$ cat src/rtl/debounce_pkg.sv
// Shared constants and the event record for the scanned debounce controller.
package debounce_pkg;

    localparam int N_CH_DEF  = 4;
    localparam int CNT_W_DEF = 8;

    // Wide enough for up to 256 channels; the top narrows it to its own index width.
    localparam int EVT_CH_W = 8;

    typedef struct packed {
        logic [EVT_CH_W-1:0] ch;
        logic                level;
    } debounce_evt_t;

endpackage

$ cat src/rtl/debounce_sync.sv
// Vector two-flop synchronizer for asynchronous button inputs.
module debounce_sync #(
    parameter int WIDTH = 1
) (
    input  logic             clock,
    input  logic             reset_n,
    input  logic [WIDTH-1:0] d,
    output logic [WIDTH-1:0] q
);

    logic [WIDTH-1:0] meta;

    always_ff @(posedge clock or negedge reset_n) begin
        if (!reset_n) begin
            meta <= '0;
            q    <= '0;
        end else begin
            meta <= d;
            q    <= meta;
        end
    end

endmodule

$ cat src/rtl/debounce_scan_ctrl.sv
// Round-robin debounce scheduler: one shared increment/compare serves every channel,
// committed level changes are reported through a single-entry valid/ready event port.
module debounce_scan_ctrl
    import debounce_pkg::*;
#(
    parameter int N_CH  = N_CH_DEF,
    parameter int CNT_W = CNT_W_DEF
) (
    input  logic                    clock,
    input  logic                    reset_n,
    input  logic [N_CH-1:0]         in,
    input  logic [CNT_W-1:0]        delay,
    output logic [N_CH-1:0]         out,
    output logic                    evt_valid,
    input  logic                    evt_ready,
    output logic [$clog2(N_CH)-1:0] evt_ch,
    output logic                    evt_level,
    output logic                    evt_overrun
);

    localparam int CH_W = $clog2(N_CH);

    logic [N_CH-1:0]  sync;
    logic [CH_W-1:0]  ptr;
    logic [CNT_W-1:0] cnt [N_CH];
    debounce_evt_t    evt_q;

    logic [CNT_W:0]   cnt_next;
    logic [CNT_W:0]   eff;
    logic             differ;
    logic             commit;

    debounce_sync #(.WIDTH(N_CH)) u_sync (
        .clock   (clock),
        .reset_n (reset_n),
        .d       (in),
        .q       (sync)
    );

    // One extra bit keeps cnt+1 from wrapping before the compare.
    always_comb begin
        eff      = (delay == '0) ? (CNT_W+1)'(1) : {1'b0, delay};
        cnt_next = {1'b0, cnt[ptr]} + (CNT_W+1)'(1);
        differ   = (sync[ptr] != out[ptr]);
        commit   = differ && (cnt_next >= eff);
    end

    always_ff @(posedge clock or negedge reset_n) begin
        if (!reset_n) begin
            ptr <= '0;
        end else if (ptr == CH_W'(N_CH - 1)) begin
            ptr <= '0;
        end else begin
            ptr <= ptr + CH_W'(1);
        end
    end

    always_ff @(posedge clock or negedge reset_n) begin
        if (!reset_n) begin
            for (int i = 0; i < N_CH; i++) begin
                cnt[i] <= '0;
            end
        end else if (!differ || commit) begin
            cnt[ptr] <= '0;
        end else begin
            cnt[ptr] <= cnt_next[CNT_W-1:0];
        end
    end

    always_ff @(posedge clock or negedge reset_n) begin
        if (!reset_n) begin
            out <= '0;
        end else if (commit) begin
            out[ptr] <= sync[ptr];
        end
    end

    // A commit against a held, unaccepted event is dropped but still flagged.
    always_ff @(posedge clock or negedge reset_n) begin
        if (!reset_n) begin
            evt_valid   <= 1'b0;
            evt_q       <= '0;
            evt_overrun <= 1'b0;
        end else begin
            evt_overrun <= 1'b0;
            if (commit) begin
                if (!evt_valid || evt_ready) begin
                    evt_valid   <= 1'b1;
                    evt_q.ch    <= EVT_CH_W'(ptr);
                    evt_q.level <= sync[ptr];
                end else begin
                    evt_overrun <= 1'b1;
                end
            end else if (evt_valid && evt_ready) begin
                evt_valid <= 1'b0;
            end
        end
    end

    assign evt_ch    = CH_W'(evt_q.ch);
    assign evt_level = evt_q.level;

endmodule

$ cat config.mk
export PLATFORM = sky130hd
export DESIGN_NAME = debounce_scan_ctrl
export DESIGN_NICKNAME = d
export VERILOG_FILES = /design/src/rtl/debounce_pkg.sv /design/src/rtl/debounce_sync.sv /design/src/rtl/debounce_scan_ctrl.sv
export SDC_FILE = /design/constraint.sdc
export NUM_CORES = 1
export LEC_CHECK = 0
export ABC_CLOCK_PERIOD_IN_PS = 3200
export CELL_PAD_IN_SITES_DETAIL_PLACEMENT = 0
export CELL_PAD_IN_SITES_GLOBAL_PLACEMENT = 1
export CORE_MARGIN = 3
export CORE_UTILIZATION = 43
export CTS_BUF_LIST = sky130_fd_sc_hd__clkbuf_4 sky130_fd_sc_hd__clkbuf_8
export DETAILED_ROUTE_END_ITERATION = 8
export PLACE_DENSITY = 0.83
export SLEW_MARGIN = 20
export SYNTH_ARGS = -nofsm -noshare
export SYNTH_HDL_FRONTEND = slang
export SYNTH_SLANG_ARGS = --single-unit
$ cat constraint.sdc
create_clock -name clock -period 3.2 [get_ports clock]
set_clock_uncertainty 0.15 [all_clocks]
set_input_delay 0.64 -clock clock [delete_from_list [all_inputs] [get_ports clock]]
set_output_delay 0.64 -clock clock [all_outputs]
set_load 0.05 [all_outputs]
Word level (Yosys, flattened, before mapping)
Cells that the tools add are included.
{ "word_totals": {"mem_bits_rw": 0, "output_inout_bits": 9, "word_cells": 58, "regBits": 51, "n_memories": 0, "latchBits": 0, "rom_bits": 0} }
{ "classes": {"add_sub_neg": 2, "shifts": 0, "n_mul": 0, "bitwise_logic": 3, "reduce_logical": 12, "n_eq_ne": 3, "n_lt_le_gt_ge": 5, "n_div": 0, "n_mux": 21} }
{ "ops": {"columns": ["operator", "n"], "rows": [
  ["32-bit AND", 1],
  ["32-bit bitwise mux", 1],
  ["32-bit 2-to-1 mux", 1],
  ["8-bit 2-to-1 mux", 4],
  ["32-bit inverter", 1],
  ["8-bit binary-select mux with 2-bit select", 1],
  ["8-bit demux with 2-bit select", 1],
  ["8-bit by 1-bit adder with 9-bit output, second input constant", 1],
  ["9-bit by 8-bit >= comparator with 1-bit output", 1],
  ["8-bit zero test", 1],
  ["1-bit 2-to-1 mux", 8],
  ["1-bit binary-select mux with 2-bit select", 2],
  ["4-bit bitwise mux", 1],
  ["1-bit logical AND", 4],
  ["2-bit AND reduction", 2],
  ["3-bit >= comparator, second input constant", 1],
  ["2-bit by 3-bit less-than comparator with 1-bit output, second input constant", 1],
  ["3-bit by 1-bit less-than comparator with 1-bit output, second input constant", 1],
  ["2-bit inverter with 3-bit output", 1],
  ["2-bit by 1-bit adder with 2-bit output, second input constant", 1],
  ["1-bit demux with 2-bit select", 1],
  ["2-bit == test, second input constant", 1],
  ["2-bit by 1-bit >= comparator with 1-bit output, second input constant", 1],
  ["1-bit zero test", 2],
  ["other kinds (5)", 6]
]} }

Longest topological paths before layout
Gate-level depths: netlist of run 1.
{ "logic_depth": {"ltp_word": 9, "depth_mapped": 14} }

Hierarchy
Synthesis of run 1 repeated with hierarchy kept, for this count alone.
{ "hier_totals": {"cells_unflattened": 232, "hier_area_um2": 2560.0} }
{ "by_module_without_submodules": {"columns": ["module", "instances", "area_each_um2", "cells_each", "seq_area_each_um2"], "rows": [
  ["debounce_scan_ctrl", 1, 2359.8, 224, 1076.0],
  ["debounce_sync", 1, 200.2, 8, 200.2]
]} }

Least setup slack after synthesis of run 1
No wires, ideal clock.
{ "synth_timing": {"kind": "register to register", "from": "register ptr[0]", "to": "register evt_q, in the netlist evt_ch[0]", "n_path_buf": 2, "arrival_time_ps": 3220, "setup_slack_ps": -298, "setup_ps": 128, "synth_period_minus_slack_ps": 3498, "stages_incl_launch_ff": 15, "path_cell_list": "dfrtp_1 buf_6 buf_6 mux4_1 ha_1 nand2_1 xor2_1 inv_1 ha_1 a22oi_1 nand2_1 a31oi_1 o21ai_2 nand3_2 mux2_1"} }
{ "synth_via": {"elab_chain_cells": 8} }
{ "synth_rtl": {"columns": ["item", "line", "rtl"], "rows": [
  ["start: declaration", "debounce_scan_ctrl.sv:24", "logic [CH_W-1:0] ptr;"],
  ["start signal: assignment", "debounce_scan_ctrl.sv:54", "ptr <= ptr + CH_W'(1);"],
  ["2-bit inverter with 3-bit output (not written as such)", "debounce_scan_ctrl.sv:43", "cnt_next = {1'b0, cnt[ptr]} + (CNT_W+1)'(1);"],
  ["8-bit binary-select mux with 2-bit select", "debounce_scan_ctrl.sv:43", null],
  ["8-bit 2-to-1 mux (not written as such) (2 in series)", "debounce_scan_ctrl.sv:43", null],
  ["8-bit by 1-bit adder with 9-bit output", "debounce_scan_ctrl.sv:43", null],
  ["9-bit by 8-bit >= comparator with 1-bit output", "debounce_scan_ctrl.sv:45", "commit = differ && (cnt_next >= eff);"],
  ["1-bit logical AND", "debounce_scan_ctrl.sv:45", null],
  ["2-bit AND reduction (no source line)", null, null],
  ["end: declaration", "debounce_scan_ctrl.sv:26", "debounce_evt_t evt_q;"]
]} }
Several ways; a longest one is shown, not always the timed one. The select of a mux whose other input is x is not followed.
A chain may end at the register's enable or synchronous reset.

Worst setup path in the final report of run 1
{ "layout_timing": {"from": "register ptr[0]", "to": "register cnt[23] in the netlist's numbering"} }
{ "layout_via": {"elab_chain_cells": 9} }
{ "layout_rtl": {"columns": ["item", "line", "rtl"], "rows": [
  ["2-bit inverter with 3-bit output (not written as such)", "debounce_scan_ctrl.sv:43, debounce_scan_ctrl.sv:64, debounce_scan_ctrl.sv:66", null],
  ["8-bit binary-select mux with 2-bit select", "debounce_scan_ctrl.sv:43", null],
  ["8-bit 2-to-1 mux (not written as such) (2 in series)", "debounce_scan_ctrl.sv:43", null],
  ["8-bit by 1-bit adder with 9-bit output", "debounce_scan_ctrl.sv:43", null],
  ["9-bit by 8-bit >= comparator with 1-bit output", "debounce_scan_ctrl.sv:45", null],
  ["1-bit logical AND", "debounce_scan_ctrl.sv:45", null],
  ["1-bit logical OR", "debounce_scan_ctrl.sv:63", "end else if (!differ || commit) begin"],
  ["32-bit 2-to-1 mux (*)", "debounce_scan_ctrl.sv:63", null],
  ["end signal: indexed assignment", "debounce_scan_ctrl.sv:66", "cnt[ptr] <= cnt_next[CNT_W-1:0];"],
  ["end: declaration", "debounce_scan_ctrl.sv:25", "logic [CNT_W-1:0] cnt [N_CH];"]
]} }
Mark *: on every way between the ends. The rest lies on a longest branch, timed or not. The select of a mux whose other input is x is not followed.

==> impl_metrics.tcl, run 1 <==
set metrics [dict create \
    dr.max_layer_used "met4" \
    fin_crit_ns 3.20 \
    worstMarginPinSlew_ns 0.753 \
    min-delay-path-class "in2async" \
    remaining_drc_errors 0 \
    grt_antenna_before_repair 0 \
    cts_buffer_depth 2 \
    setup_tns_ns -0.00429 \
    r2r_cells 13 \
    setup_slack_ns -0.00429 \
    crit_family "compound AO/OA/AOI/OAI gates" \
    r2r_start "ptr[0]$_DFF_PN0_" \
    mostFrequentLayoutCell "dfrtp_1" \
    critPathCaptureType "register" \
    hold_ws_ns 0.188 \
    floorplan.initialDensity_pct 46.3 \
    clk_latency_ns 0.32 \
    fin_crit_sh_pct 100 \
    post_drt_wl_per_cell_um 17.6 \
    first_global_vias 1954 \
    diodes 0 \
    grt_overflow 0 \
    violations "setup timing" \
    layout.nets 314 \
    grt_max_degree 28 \
    max_slew_margin_pct 49.8 \
    r2r_end "cnt[23]$_DFFE_PN0P_" \
    ys_ff_latch 51 \
    max-cap-violations 0 \
    netlist_area_mm2 0.00266 \
    grt_pass1_wl_um 9810 \
    dieHeight_um 84.6 \
    synth_fp_nets 259 \
    grt.total_usage_pct 17.6 \
    rsz0062_at_grt "yes" \
    synthCells 231 \
    wl_met1_um 2720 \
    post_drt_via_cell_ratio 5.49 \
    met3_length_um 292 \
    crit_path_frequent_cell "ha_4" \
    crit_arrival_ns 3.29 \
    htreeDepth 2 \
    drtPass1Iterations 4 \
    power_mw 1.34 \
    dr_total_vias 1965 \
    met2_length_um 3110 \
    critical_path.max_stage_delay_ns 0.57 \
    power_density_mw_per_mm2 368 \
    hpwl_um 3970 \
    required_ns 3.28 \
    crit_type "reg2reg" \
    io_pins 24 \
    drt_wl_total_um 6290 \
    cts_hold_buffers 0 \
    synth.distinct_cells 37 \
    startpoint_type "register" \
    irDropWorstVdd_uv 270 \
    cts_made_buffers 5 \
    final-setup-viol-count 1 \
    rrSetupSlack_ns -0.004 \
    crit_slowest_cell "mux4_2" \
    clk_pin_slew_ns 0.10 \
    syn2layout_area_growth_pct 36.9 \
    yosysSeqAreaShare_pct 48.0 \
    crit_fanout 8 \
    regArea_mm2 0.00128 \
    fp.coreArea_mm2 0.00574 \
    yosys_warnings 0 \
    crit_buf_inv 2 \
    multi_input_area_mm2 0.00151 \
    syn_avg_cell_area_um2 11.5 \
    rows 27 \
    gp_congestion 0.841 \
    portBuffers 23 \
    fp.dieW_um 84.6 \
    finalMaxSlewViolations 0 \
    cts_root_buf "clkbuf_8" \
    cts_tree "yes" \
    final_core_util_pct 63.3 \
    fillers 460 \
    status "complete, but fails checks" \
    drive_gt1_share_pct 41.6 \
    die-area_mm2 0.00716 \
    clock-sinks 51 \
    hold_viol_final 0 \
    fmax_mhz 312 \
    cp_cell_sequence "buf_12, mux4_2, ha_4, nand2_4, xor2_2, inv_1, ha_4, a22oi_2, nand2_2, a31oi_4, o21a_4, nand3_4, o22ai_2" \
    first_iter_violations 117 \
    leakagePower_nw 1.58 \
    antenna_left 0 \
    final_cell_mix "dfrtp_1 (50), inv_1 (46), o22ai_2 (31), buf_4 (30), clkdlybuf4s50_1 (22)" \
]
==> cells in the mapped netlist, drive strengths merged <==
| cell | number | share of area, % |
|---|---|---|
| a21oi | 7 | 1.3 |
| and2 | 2 | 0.47 |
| inv | 48 | 6.8 |
| o21a | 2 | 1.1 |
| xor2 | 5 | 2.5 |
| o22ai | 32 | 7.5 |
| nand2b | 2 | 0.47 |
| nand2 | 14 | 2.0 |
| clkbuf | 4 | 0.57 |
| xnor2 | 2 | 1.4 |
| mux2i | 2 | 0.75 |
| ha | 13 | 6.1 |
| nor3 | 1 | 0.19 |
| mux4 | 8 | 7.8 |
| nand3 | 7 | 3.4 |
| a41o | 1 | 0.38 |
| a22oi | 1 | 0.28 |
| nor4 | 1 | 0.24 |
| nor2 | 2 | 0.28 |
| nand4 | 1 | 0.80 |
| nor2b | 1 | 0.24 |
| o21ai | 10 | 2.4 |
| and4 | 1 | 0.42 |
| a31oi | 6 | 1.4 |
| buf | 3 | 1.3 |
| mux2 | 4 | 1.8 |
| dfrtp | 51 | 48 |
==> power breakdown <==
group	internal [mW]	switching (mW)	total [mW]
registers	0.669	0.0121	0.681
logic	0.0949	0.109	0.204
clock network	0.229	0.224	0.453
total	0.993	0.346	1.34
==> worst register-to-register path, delay by kind of cell, from the launching register on <==
kind | cells | cell delay (ns)
XOR/XNOR | 1 | 0.13
buffers and inverters | 2 | 0.21
AO/OA/AOI/OAI | 4 | 0.84
AND/OR/NAND/NOR | 3 | 0.36
adder cells (fa/ha/maj) | 2 | 0.46
multiplexers | 1 | 0.58
flip-flops | 1 | 0.40
==> area by class of cell <==
cell class / instances / share of cell area (%)
Clock buffer: 5 / 1.89
Tap cell: 72 / 2.48
Sequential cell: 51 / 35.1
Inverter: 48 / 4.96
Timing Repair Buffer: 54 / 12.9
Clock inverter: 2 / 1.03
Multi-Input combinational cell: 126 / 41.6
==> flip-flops by register name (all words and copies together) (netlist names) <==
| register | count |
|---|---|
| evt_level | 1 |
| u_sync.q | 4 |
| evt_overrun | 1 |
| evt_valid | 1 |
| out | 4 |
| ptr | 2 |
| cnt | 32 |
| u_sync.meta | 4 |
| evt_ch | 2 |
==> per-stage QoR <==
step	instance area, um^2	setup slack [ns]	instances
2_1_floorplan	2730	-0.0741	231
5_1_grt	3640	-0.162	358
3_5_place_dp	3160	-0.252	341
4_1_cts	3340	-0.0999	352
3_3_place_gp	3160	-0.211	341
6_report	3640	-0.00429	358
==> worst max-delay path by stage <==
| stage | endpoint | cells past startpoint | start | slack [ns] |
|---|---|---|---|---|
| after floorplan | evt_ch[0]$_DFFE_PN0P_ | 14 | ptr[0]$_DFF_PN0_ | -0.07 |
| after global placement | cnt[9]$_DFFE_PN0P_ | 12 | ptr[0]$_DFF_PN0_ | -0.21 |
| after detailed placement | cnt[17]$_DFFE_PN0P_ | 12 | ptr[0]$_DFF_PN0_ | -0.25 |
| after CTS | cnt[19]$_DFFE_PN0P_ | 12 | ptr[0]$_DFF_PN0_ | -0.1 |
| after global routing | cnt[21]$_DFFE_PN0P_ | 13 | ptr[0]$_DFF_PN0_ | -0.16 |
| final | cnt[23]$_DFFE_PN0P_ | 13 | ptr[0]$_DFF_PN0_ | -0.004 |
==> layer usage <==
metal,GRT usage [%],up-vias
met3,4.12,13
li1,-,914
met5,0,-
met1,23.5,988
met4,6.62,0
met2,27.8,50
==> kinds of logic after synthesis <==
kind of cell / share of synthesized area [%]
xor+xnor: 3.86
fa+ha+maj: 6.12
compound gates: 14.5
flops: 48.0
simple gates: 8.48
buf+inv: 8.62
mux: 10.4
==> what timing repair did <==
action | CTS | global route
pin swaps | 4 | 12
gates resized for setup | 9 | 49
gates cloned | 1 | 0
buffers inserted | 3 | 6
setup endpoints to repair | 41 | 41
No activity file was read; power rests on OpenSTA's default activity.
==> run 2, diff against run 1 <==
- CTS_CLUSTER_SIZE: unset -> 30
==> results of run 2 <==
The final DEF is identical to that of run 1; final timing and power are the same.
